==> config.mk <==
export PLATFORM = sky130hd
export DESIGN_NAME = mole_light_scheduler
export DESIGN_NICKNAME = d
export VERILOG_FILES = /design/src/rtl/mole_light_scheduler.sv
export SDC_FILE = /design/constraint.sdc
export NUM_CORES = 1
export LEC_CHECK = 0
export BUFFER_PORTS_ARGS = -buffer_cell sky130_fd_sc_hd__buf_2
export CAP_MARGIN = 10
export CORE_UTILIZATION = 57
export CTS_CLUSTER_SIZE = 12
export DETAILED_ROUTE_END_ITERATION = 8
export PLACE_DENSITY = 0.78
export SYNTH_ARGS = -nofsm -noshare
export SYNTH_HDL_FRONTEND = slang
export SYNTH_SLANG_ARGS = --single-unit
==> constraint.sdc <==
create_clock -name clk -period 5.9 [get_ports clk]
set_input_delay 0 -clock clk [delete_from_list [all_inputs] [get_ports clk]]
set_output_delay 0 -clock clk [all_outputs]
set_load 0.02 [all_outputs]
==> src/rtl/mole_light_scheduler.sv <==
// rtl/mole_light_scheduler.sv - whack-a-mole light scheduler with LFSR picks, hit/miss detection and score counters
module mole_light_scheduler #(
    parameter int                N_LIGHTS = 9,
    parameter int                TIMER_W  = 28,
    parameter int                LFSR_W   = 16,
    parameter logic [LFSR_W-1:0] SEED     = 16'h0001,
    parameter int                CNT_W    = 8,
    parameter int                POS_W    = 4
) (
    input  logic                clk,
    input  logic                reset,
    input  logic                start,
    input  logic                load_seed,
    input  logic [LFSR_W-1:0]   seed,
    input  logic [TIMER_W-1:0]  on_time,
    input  logic [TIMER_W-1:0]  gap_time,
    input  logic [N_LIGHTS-1:0] buttons,
    output logic [N_LIGHTS-1:0] lights,
    output logic [POS_W-1:0]    position,
    output logic                hit,
    output logic                miss,
    output logic                active,
    output logic [CNT_W-1:0]    hit_count,
    output logic [CNT_W-1:0]    miss_count
);

    localparam logic [1:0] S_IDLE = 2'd0;
    localparam logic [1:0] S_GAP  = 2'd1;
    localparam logic [1:0] S_ON   = 2'd2;

    localparam logic [N_LIGHTS-1:0] LIGHT_ONE = {{(N_LIGHTS-1){1'b0}}, 1'b1};
    localparam logic [POS_W-1:0]    LAST_POS  = POS_W'(N_LIGHTS - 1);
    localparam logic [CNT_W-1:0]    CNT_MAX   = '1;

    logic [1:0]          state;
    logic [TIMER_W-1:0]  cnt;
    logic [LFSR_W-1:0]   lfsr;
    logic [N_LIGHTS-1:0] buttons_q;
    logic                have_pick;

    logic                feedback;
    logic [N_LIGHTS-1:0] rise;
    logic                hit_now;
    logic [POS_W-1:0]    raw;
    logic [POS_W-1:0]    raw_next;
    logic [POS_W-1:0]    pick;

    assign active = (state != S_IDLE);

    // Taps for x^16+x^14+x^13+x^11+1 in a left-shifting Fibonacci register
    assign feedback = lfsr[LFSR_W-1] ^ lfsr[LFSR_W-3] ^ lfsr[LFSR_W-4] ^ lfsr[LFSR_W-6];

    // Only a fresh press on the lit position counts; held or foreign buttons are ignored
    assign rise    = buttons & ~buttons_q;
    assign hit_now = rise[position];

    // Position choice: low LFSR byte folded onto the board, bumped by one to avoid an immediate repeat
    always_comb begin
        raw      = POS_W'(lfsr[7:0] % 8'(N_LIGHTS));
        raw_next = (raw == LAST_POS) ? '0 : raw + 1'b1;
        pick     = (have_pick && (raw == position)) ? raw_next : raw;
    end

    // Random source free-runs in every state; a zero seed would lock it up, so fall back to SEED
    always_ff @(posedge clk or negedge reset) begin
        if (!reset) begin
            lfsr <= SEED;
        end else if (load_seed) begin
            lfsr <= (seed == '0) ? SEED : seed;
        end else begin
            lfsr <= {lfsr[LFSR_W-2:0], feedback};
        end
    end

    // Previous button levels for rising-edge detection
    always_ff @(posedge clk or negedge reset) begin
        if (!reset) begin
            buttons_q <= '0;
        end else begin
            buttons_q <= buttons;
        end
    end

    // Game sequencer: IDLE -> GAP -> ON -> GAP ..., with start low forcing a silent return to IDLE
    always_ff @(posedge clk or negedge reset) begin
        if (!reset) begin
            state      <= S_IDLE;
            cnt        <= '0;
            lights     <= '0;
            position   <= '0;
            have_pick  <= 1'b0;
            hit        <= 1'b0;
            miss       <= 1'b0;
            hit_count  <= '0;
            miss_count <= '0;
        end else begin
            hit  <= 1'b0;
            miss <= 1'b0;
            if (!start) begin
                state     <= S_IDLE;
                lights    <= '0;
                have_pick <= 1'b0;
            end else begin
                case (state)
                    S_IDLE: begin
                        lights     <= '0;
                        have_pick  <= 1'b0;
                        state      <= S_GAP;
                        cnt        <= gap_time;
                        hit_count  <= '0;
                        miss_count <= '0;
                    end
                    S_GAP: begin
                        if (cnt != '0) begin
                            cnt <= cnt - 1'b1;
                        end else begin
                            state     <= S_ON;
                            lights    <= LIGHT_ONE << pick;
                            position  <= pick;
                            have_pick <= 1'b1;
                            cnt       <= on_time;
                        end
                    end
                    S_ON: begin
                        if (hit_now) begin
                            hit    <= 1'b1;
                            lights <= '0;
                            state  <= S_GAP;
                            cnt    <= gap_time;
                            if (hit_count != CNT_MAX) begin
                                hit_count <= hit_count + 1'b1;
                            end
                        end else if (cnt == '0) begin
                            miss   <= 1'b1;
                            lights <= '0;
                            state  <= S_GAP;
                            cnt    <= gap_time;
                            if (miss_count != CNT_MAX) begin
                                miss_count <= miss_count + 1'b1;
                            end
                        end else begin
                            cnt <= cnt - 1'b1;
                        end
                    end
                    default: begin
                        state  <= S_IDLE;
                        lights <= '0;
                    end
                endcase
            end
        end
    end

endmodule
==> results of run 1 <==
synthesized netlist by cell type, drive strengths merged (6+ instances only):
| cell type | count | area share (%) |
|---|---|---|
| nand2 | 100 | 5.8 |
| dfrtp | 86 | 33 |
| o21ai | 81 | 6.2 |
| nor2 | 62 | 3.6 |
| a21oi | 33 | 2.5 |
| clkbuf | 32 | 1.8 |
| xnor2 | 32 | 4.8 |
| nand3 | 24 | 1.8 |
| inv | 21 | 1.2 |
| nor3 | 20 | 2.1 |
| o211ai | 19 | 2.5 |
| buf | 18 | 2.3 |
| xor2 | 17 | 2.5 |
| a221oi | 13 | 1.7 |
| a211oi | 11 | 1.3 |
| ha | 11 | 2.1 |
| mux2 | 11 | 1.9 |
| nand2b | 11 | 1.3 |
| nand4 | 11 | 1.2 |
| nor4 | 10 | 0.95 |
| o31ai | 10 | 1.5 |
| or4 | 7 | 0.82 |
| a21boi | 6 | 0.74 |
| and2 | 6 | 0.65 |
| and3 | 6 | 0.57 |
| mux2i | 6 | 0.97 |
| nand3b | 6 | 0.69 |
| nor2b | 6 | 0.57 |
| o221ai | 6 | 0.80 |
routing by layer:
metal  vias to the layer above  GRT usage (%)  routed length, µm
met5                         -              0                  0
met4                         0           10.8                442
li1                       3057              -                  -
met3                        43           5.56               1250
met2                       269           52.7               8910
met1                      3065           40.9               7420
area by class of cell:
class | instances | area [µm²]
fill | 884 | 3250
clock buffer | 10 | 229
timing repair buffer | 163 | 1040
inverter | 21 | 78.8
clock inverter | 6 | 46.3
tap | 140 | 175
sequential | 87 | 2180
multi-input combinational | 608 | 4040
cell usage in the layout (no fill, tap or decap), types with 13 or more instances in the layout:
cell type	synthesis	final
buf_2	2	115
nand2_1	99	99
dfrtp_1	86	85
o21ai_0	74	74
nor2_1	62	62
dlygate4sd3_1	0	40
a21oi_1	33	33
xnor2_1	29	29
nand3_1	24	24
inv_1	19	19
nor3_1	15	15
xor2_1	15	15
o211ai_1	15	15
a221oi_1	13	13
through the flow:
step / worst slack [ns] / hold WS, ns
4_1_cts: 0.232 / 0.000965
5_1_grt: 0.0751 / 0.00930
3_3_place_gp: 0.567 / -0.0357
6_report: 0.396 / -0.00161
3_5_place_dp: 0.270 / -0.0286
2_1_floorplan: 1.48 / -0.296
power by group:
part           switching (µW)  internal [µW]
combinational             484            325
sequential               68.0            645
clock                     242            288
flip-flops by register name, summed over array words and instances (netlist names), 2 cells and up:
signal	flops
lfsr	16
state	2
position	4
lights	9
miss_count	8
cnt	28
buttons_q	9
hit_count	8
worst max-delay path by stage:
stage                     depth (start not counted)          end  startpoint  slack, ns
after floorplan                                  18  position[3]     lfsr[5]       1.48
after global placement                           17    lights[3]     lfsr[5]       0.57
after detailed placement                         17    lights[7]     lfsr[5]       0.27
after CTS                                        17    lights[7]     lfsr[5]       0.23
after global routing                             17    lights[7]     lfsr[4]       0.08
final                                            17    lights[7]     lfsr[4]       0.40
kinds of logic after synthesis:
kind of cell               after synthesis
AOI/OAI and AO/OA                      227
xor gates and xnor gates                49
adders and majority gates               11
buffers and inverters                   71
DFF                                     87
muxes                                   18
and+or+nand+nor                        303
critical path, cell delays in order (launching register included):
cell	delay (ns)
dfrtp_1	0.55
inv_1	0.27
a21oi_1	0.12
o41ai_2	0.49
nor2_1	0.15
ha_1	0.22
a21oi_1	0.14
nand4_1	0.16
o31a_1	0.43
xnor2_1	0.34
ha_1	0.34
nor4b_4	0.32
o21ai_1	0.22
or4_2	0.58
nand4_1	0.17
nand4_2	0.36
xnor2_1	0.29
o31ai_1	0.26
timing repair:
action | 4_1_cts | 5_1_grt
endpoints found under the setup margin | 0 | 11
setup buffers | 0 | 0
gates resized for setup | 0 | 3
hold buffers | 40 | 0
endpoints found under the hold margin | 73 | 0
==> impl_metrics.ini, run 1 <==
[outcome]
status = finished, violations left
violations = negative hold slack

[route]
ant_nets = 0
vias = 6434
wirelength_um = 18000
wl_per_cell_um = 17.4
route.detailed.drc = 0
via_per_inst = 6.22
dr.pass1.iters = 5
drtIter0Drc = 582

[clocking]
cts_sinks = 87
clockBufferDepth = 2
cts-root-buf = clkbuf_16
cts_buffers = 9
cts-htree-levels = 3
clkTransAtPathRegs_ns = 0.06
clk-insertion-delay-late_ns = 0.34
cts_tree = built

[logic_synthesis]
yosys_warnings = 0
ys_types = 99
synth-compound-area-share_pct = 24.0
synth_xor_area_share_pct = 7.29
synth_top_family_by_area = simple AND/OR/NAND/NOR gates
syn-cell-area_mm2 = 0.00656
synth-seq-cells = 87
ys.flop_type = dfrtp_1
synth_simple_gate_area_share_pct = 24.9
yosys-mux-area-fraction_pct = 3.21
synthAdderAreaFrac_pct = 2.10
seq_area_frac_synth_pct = 33.2
ys_async_sr_fraction_pct = 100
synth_nets = 862
synth_cells = 766
synth_edf_count = 0
avgSynthCellArea_um2 = 8.56

[sta]
setup_tns_ns = 0
fin_skew_ns = 0.00889
setup_viol = 0
min_period_over_period_pct = 93.3
fmax_ghz = 0.182
tightest_slew_ns = 0.888
hold_violations = 1
period_needed_ns = 5.50
final.hold.worst_slack_ns = -0.00161
maxSlewHeadroom_pct = 40.8
maxSlewViolCount = 0
rsz0062_at_grt = no

[final_layout]
diodes = 0
utilization_pct = 70.5
areaGrowthSynthToFinish_pct = 18.7
final_layout_size_suffix_gt1_share_pct = 22.3
layout.cells.non_filler = 1035
nets = 986
finalInstanceArea_mm2 = 0.00778

[grt]
grt_start_max_net_pins = 58
grt_pass1_wl_um = 29600
grt_usage_pct = 31.5
overflow = 0
grt_pass1_vias = 6138
antenna_found_initial = 0

[power_and_ir_drop]
finalPower_uw = 2050
power_density_mw_per_mm2 = 264
ir_drop_uv = 141
leakagePower_uw = 0.00338

[die]
fp.coreArea_mm2 = 0.0110
floorplan.initialDensity_pct = 59.4
die_area_mm2 = 0.0119
die_y_um = 109
io_pins = 117
fp.dieW_um = 109
num_rows = 38

[run]
maxCapViolations = 0

[setup_path]
setup.worst_path.end_class = flip-flop
arrival_ns = 5.74
required_ns = 6.14
rr_startpoint = lfsr[4]
r2r-end = lights[7]
r2r_slack_ns = 0.40
cp_max_fo = 16
start_kind = flip-flop
ff2ff_path_depth = 17
crit_type = flip-flop to flip-flop

[hold_path]
hold_path_depth = 3
min_to = cnt[6]
hold_start = gap_time[6]
hp-class = input pin to flip-flop

[place]
dp_hpwl_um = 12300
dp_cells = 979
dpl_cell_area_mm2 = 0.00710
gp_congestion = 0.948
port_buffers = 116
(Power assumes the default switching activity.)
==> inputs of run 2 (changes only) <==
--- a/config.mk
+++ b/config.mk
@@ -7,10 +7,10 @@
 export LEC_CHECK = 0
 export BUFFER_PORTS_ARGS = -buffer_cell sky130_fd_sc_hd__buf_2
 export CAP_MARGIN = 10
-export CORE_UTILIZATION = 57
+export CORE_UTILIZATION = 58
 export CTS_CLUSTER_SIZE = 12
 export DETAILED_ROUTE_END_ITERATION = 8
-export PLACE_DENSITY = 0.78
+export PLACE_DENSITY = 0.79
 export SYNTH_ARGS = -nofsm -noshare
 export SYNTH_HDL_FRONTEND = slang
 export SYNTH_SLANG_ARGS = --single-unit
==> constraint.sdc (replaced) <==
create_clock -name clk -period 7.1 [get_ports clk]
set_input_delay 0 -clock clk [delete_from_list [all_inputs] [get_ports clk]]
set_output_delay 0 -clock clk [all_outputs]
set_load 0.02 [all_outputs]
==> run 2 against run 1 <==
Compared with the run above: the run now ends clean; first-iteration DRC count down 26%; clock power shrank 8.7%; via count is 0.25% lower; register-to-register slack improved by 1.0 ns; cell area up 0.45%; wire length down 0.56%; sequential power decreased by 17%; global-route usage rose by 0.60 points; largest cell class unchanged.
==> impl_metrics.ini, run 2 (same netlist as run 1, synthesis figures left out) <==
[outcome]
status = completed

[route]
route.detailed.drc = 0
dr.pass1.iters = 5
wirelength_um = 17900
via_per_inst = 6.19
wl_per_cell_um = 17.3
vias = 6418
ant_nets = 0
drtIter0Drc = 431

[clocking]
cts_resized = 0
clkTransAtPathRegs_ns = 0.07
cts_tree = built
cts-htree-levels = 3
cts-root-buf = clkbuf_16
clk-insertion-delay-late_ns = 0.34
clockBufferDepth = 2
cts_buffers = 9
cts_sinks = 87

[setup_path]
cp_max_fo = 20
crit_type = flip-flop to flip-flop
cp_slowest_cell = nor2b_1
required_ns = 7.32
start_kind = flip-flop
cpPeakStageDelay_ns = 0.61
setup.worst_path.end_class = flip-flop
arrival_ns = 5.92
worstPathCellList = nor2b_1, o21ai_0, a31oi_2, nor2_1, ha_1, a21oi_1, nand4_1, o31a_1, xnor2_1, ha_1, nor4b_4, o21ai_1, or4_2, nand4_1, nand4_2, xnor2_1, o21ai_1

[die]
die_y_um = 108
die_area_mm2 = 0.0117
floorplan.initialDensity_pct = 59.9
io_pins = 117
fp.dieW_um = 108
num_rows = 38
fp.coreArea_mm2 = 0.0109

[place]
dp_hpwl_um = 12100
gp_congestion = 0.882
dp_cells = 977
dpl_cell_area_mm2 = 0.00708
port_buffers = 116

[final_layout]
largest_reg_flops = 28
finalInstanceArea_mm2 = 0.00782
reg.largest.list = cnt (28), lfsr (16)
final_cell_mix = 115 x buf_2, 99 x nand2_1, 86 x dfrtp_1
multi_input_area_mm2 = 0.00403
fillerInstances = 852
final_layout_size_suffix_gt1_share_pct = 22.0
utilization_pct = 71.5
layout.cells.non_filler = 1036
largest_register = cnt
regArea_mm2 = 0.00218
areaGrowthSynthToFinish_pct = 19.2
layout_commonest_cell = buf_2
nets = 987
diodes = 0

[power_and_ir_drop]
leakagePower_uw = 0.00339
ir_drop_uv = 112
switching_share_pct = 38.1
power_density_mw_per_mm2 = 224
p_seq_share_pct = 34.0
netSwitchingPower_uw = 666
clockPowerShare_pct = 27.7
pwr-share-comb_pct = 38.3
cellInternalPower_uw = 1080

[hold_path]
hp-class = input pin to flip-flop

[sta]
final.hold.worst_slack_ns = 0.0109
maxSlewViolCount = 0
hold_violations = 0
setup_tns_ns = 0
rsz0062_at_grt = no
maxSlewHeadroom_pct = 29.0
tightest_slew_ns = 1.07
min_period_over_period_pct = 80.3
fin_skew_ns = 0.00874
setup_viol = 0
fmax_ghz = 0.175
period_needed_ns = 5.70

[grt]
grt_pass1_vias = 6269
grt_usage_pct = 32.1
grt_start_max_net_pins = 58
overflow = 0
antenna_found_initial = 1
grt_pass1_wl_um = 29700

[run]
maxCapViolations = 0
run 2: per-layer routing:
metal	track usage, %	vias up	wire [µm]	part of all wire, %
met5	0	-	13	0.073
met4	12.4	2	477	2.7
met3	5.36	50	1110	6.2
met2	54.4	251	8880	50
met1	40.9	3066	7440	42
li1	-	3049	-	-
run 2: path summary, 6_finish.rpt:
check | depth (start not counted) | endpoint | slack, ns | startpoint
max | 17 | lights[3] | 1.40 | lfsr[5]
min | 3 | cnt[0] | 0.01 | gap_time[0]
max reg2reg | 17 | lights[3] | 1.40 | lfsr[5]
min reg2reg | 1 | lfsr[12] | 0.48 | lfsr[11]
max in group asynchronous | 3 | position[0] | 5.89 | reset
min in group asynchronous | 2 | miss_count[2] | 0.12 | reset
run 2: what timing repair did:
| action | CTS | global route |
|---|---|---|
| hold buffers | 43 | 0 |
| setup buffers | 0 | 0 |
| hold endpoints to repair | 72 | 0 |
run 2: area by class of cell:
class / instances / share of cell area [%]
flip-flops and latches: 87 / 27.9
repair buffers: 164 / 13.4
multi-input cells: 608 / 51.5
clock buffers: 9 / 2.88
clock inverters: 7 / 1.01
inverters: 21 / 1.01
well taps: 140 / 2.24
run 2: per-stage QoR:
stage	worst slack [ns]	total power [µW]
finish	1.40	1750
global route	0.918	1850
CTS	1.47	1740
detailed placement	1.48	1240
global placement	1.71	1220
floorplan	2.68	1100
run 2: power by group through the flow:
stage               registers (µW)  logic (µW)  clock network (µW)
floorplan                      577         519                   0
global placement               598         617                   0
detailed placement             601         635                   0
CTS                            592         657                 491
global route                   602         732                 512
finish                         595         669                 484
run 2: worst max-delay path, delay by kind of cell, from the launching register on:
| kind | cells | cell delay, ns |
|---|---|---|
| simple gates | 7 | 2.31 |
| compound gates | 6 | 1.40 |
| xor+xnor | 2 | 0.71 |
| flops | 1 | 0.60 |
| fa+ha+maj | 2 | 0.56 |
==> inputs of run 3 (changes only) <==
--- a/config.mk
+++ b/config.mk
@@ -7,10 +7,10 @@
 export LEC_CHECK = 0
 export BUFFER_PORTS_ARGS = -buffer_cell sky130_fd_sc_hd__buf_2
 export CAP_MARGIN = 10
-export CORE_UTILIZATION = 58
+export CORE_UTILIZATION = 52
 export CTS_CLUSTER_SIZE = 12
 export DETAILED_ROUTE_END_ITERATION = 8
-export PLACE_DENSITY = 0.79
+export PLACE_DENSITY = 0.75
 export SYNTH_ARGS = -nofsm -noshare
 export SYNTH_HDL_FRONTEND = slang
 export SYNTH_SLANG_ARGS = --single-unit
==> constraint.sdc (replaced) <==
create_clock -name clk -period 4.6 [get_ports clk]
set_input_delay 0 -clock clk [delete_from_list [all_inputs] [get_ports clk]]
set_output_delay 0 -clock clk [all_outputs]
set_load 0.02 [all_outputs]
==> run 3 against run 2 <==
Compared with the run above: fmax up 28%; combinational power up 85%; worst hold slack worse by 0.0099 ns; worst setup slack worse by 1.3 ns; clock skew down 0.0028 ns; sequential share of layout area down 1.0 points; sequential power up 52%; core utilization down 4.6 points; final cell count up 5.7%; power up 63%; cell area up 4.0%.
==> impl_metrics.ini, run 3 (same netlist as run 1, synthesis figures left out) <==
[grt]
grt_usage_pct = 28.8
met1_usage_pct = 36.5
antenna_found_initial = 0
grt_pass1_wl_um = 29900
busiest_layer = met2
use_met2_pct = 47.9
grt_start_max_net_pins = 58
grt_pass1_vias = 6210
overflow = 0
grt_use_met3_pct = 6.14

[sta]
maxSlewHeadroom_pct = 43.5
rsz0062_at_grt = yes
tightest_slew_ns = 0.847
fmax_ghz = 0.224
final.hold.worst_slack_ns = 0.00101
period_needed_ns = 4.46
hold_violations = 0
maxSlewViolCount = 0
setup_viol = 0
min_period_over_period_pct = 96.9
setup_ws_ns = 0.143
fin_skew_ns = 0.00594

[clocking]
clockBufferDepth = 2
clk-insertion-delay-late_ns = 0.35
cts_buffers = 9
cts_sinks = 87
cts-htree-levels = 3
cts-root-buf = clkbuf_16
cts_tree = built
clkTransAtPathRegs_ns = 0.06

[outcome]
status = completed

[route]
drtIter0Drc = 528
vias = 6534
wirelength_um = 18400
via_per_inst = 5.97
dr.pass1.iters = 5
wl_per_cell_um = 16.8
ant_nets = 0
route.detailed.drc = 0

[die]
fp.dieW_um = 114
num_rows = 40
io_pins = 117
floorplan.initialDensity_pct = 53.9
fp.coreArea_mm2 = 0.0122
die_y_um = 114
die_area_mm2 = 0.0131

[final_layout]
final_cell_mix = 115 x buf_2, 99 x nand2_1, 84 x dfrtp_1
utilization_pct = 66.9
final_layout_size_suffix_gt1_share_pct = 25.2
layout_commonest_cell = buf_2
largest_reg_flops = 28
reg.largest.list = cnt (28), lfsr (16)
nets = 1019
areaGrowthSynthToFinish_pct = 24.1
diodes = 0
largest_register = cnt
fillerInstances = 983

[setup_path]
cp_slowest_cell = dfrtp_2
crit_type = flip-flop to flip-flop
start_kind = flip-flop
cp_max_fo = 8
arrival_ns = 4.69
setup.worst_path.end_class = flip-flop
cpPeakStageDelay_ns = 0.45
worstPathCellList = nor2b_1, buf_4, o41ai_2, nor2_1, ha_1, a21oi_1, nand4_1, o31a_1, xnor2_2, ha_2, nor4b_4, nor3_4, nor3_4, xnor2_2, mux2i_2, nand4_2, xnor2_1, o21ai_1
required_ns = 4.83

[run]
maxCapViolations = 0

[place]
gp_congestion = 0.857
dpl_worst_slack_ns = 0.0888
dp_hpwl_um = 12500
port_buffers = 116

[power_and_ir_drop]
leakagePower_uw = 0.00354
finalPower_uw = 2850
power_density_mw_per_mm2 = 351
ir_drop_uv = 186

[hold_path]
hp-class = input pin to flip-flop
run 3: changes by cell type in the layout (fill, tap and decap cells not counted), sizes merged:
cell / delta
clkinv: +1
clkbuf: +2
buf: +32
clkinvlp: -1
inv: -3
run 3: final timing paths:
path | from | to | slack [ns] | depth (start not counted)
hold reg to reg | lfsr[14] | lfsr[15] | 0.48 | 1
hold / removal | gap_time[11] | cnt[11] | 0.001 | 3
setup / recovery | lfsr[2] | lights[3] | 0.14 | 18
setup reg to reg | lfsr[2] | lights[3] | 0.14 | 18
max in group asynchronous | reset | lights[5] | 3.41 | 3
min in group asynchronous | reset | miss_count[3] | 0.14 | 2
run 3: layout make-up:
type	count	area, µm²	share of cell area, %
clock inverter	4	47.5	0.585
multi-input combinational	608	4090	50.3
tap	168	210	2.59
clock buffer	11	233	2.86
timing repair buffer	196	1290	15.9
inverter	21	78.8	0.969
sequential	87	2180	26.8
run 3: worst max-delay path, delay by kind of cell (launching register included):
| kind | cells | cell delay [ns] |
|---|---|---|
| compound gates | 4 | 0.93 |
| fa+ha+maj | 2 | 0.44 |
| buf+inv | 1 | 0.17 |
| simple gates | 7 | 1.32 |
| flops | 1 | 0.45 |
| xor+xnor | 3 | 0.72 |
| mux | 1 | 0.30 |
run 3: metal layers:
layer	up-vias	wire, µm
li1	3121	-
met1	3122	7650
met2	254	9110
met3	37	1280
met4	0	383
met5	-	0
run 3: repair_timing:
item	CTS	global route
setup buffers	0	11
hold buffers	43	0
resized for setup	0	12
endpoints found under the hold margin	77	0
setup endpoints to repair	0	13
run 3: where the power goes:
part / internal (µW) / switching (µW)
logic: 543 / 695
clock network: 416 / 295
registers: 828 / 74.4
total: 1790 / 1060
run 3: through the flow:
| step | instance area [µm²] | cells | setup TNS [ns] |
|---|---|---|---|
| finish | 8130 | 1095 | 0 |
| global route | 8130 | 1095 | -0.247 |
| CTS | 7990 | 1084 | 0 |
| detailed placement | 7270 | 1026 | 0 |
| global placement | 7270 | 1026 | 0 |
| floorplan | 6560 | 766 | 0 |
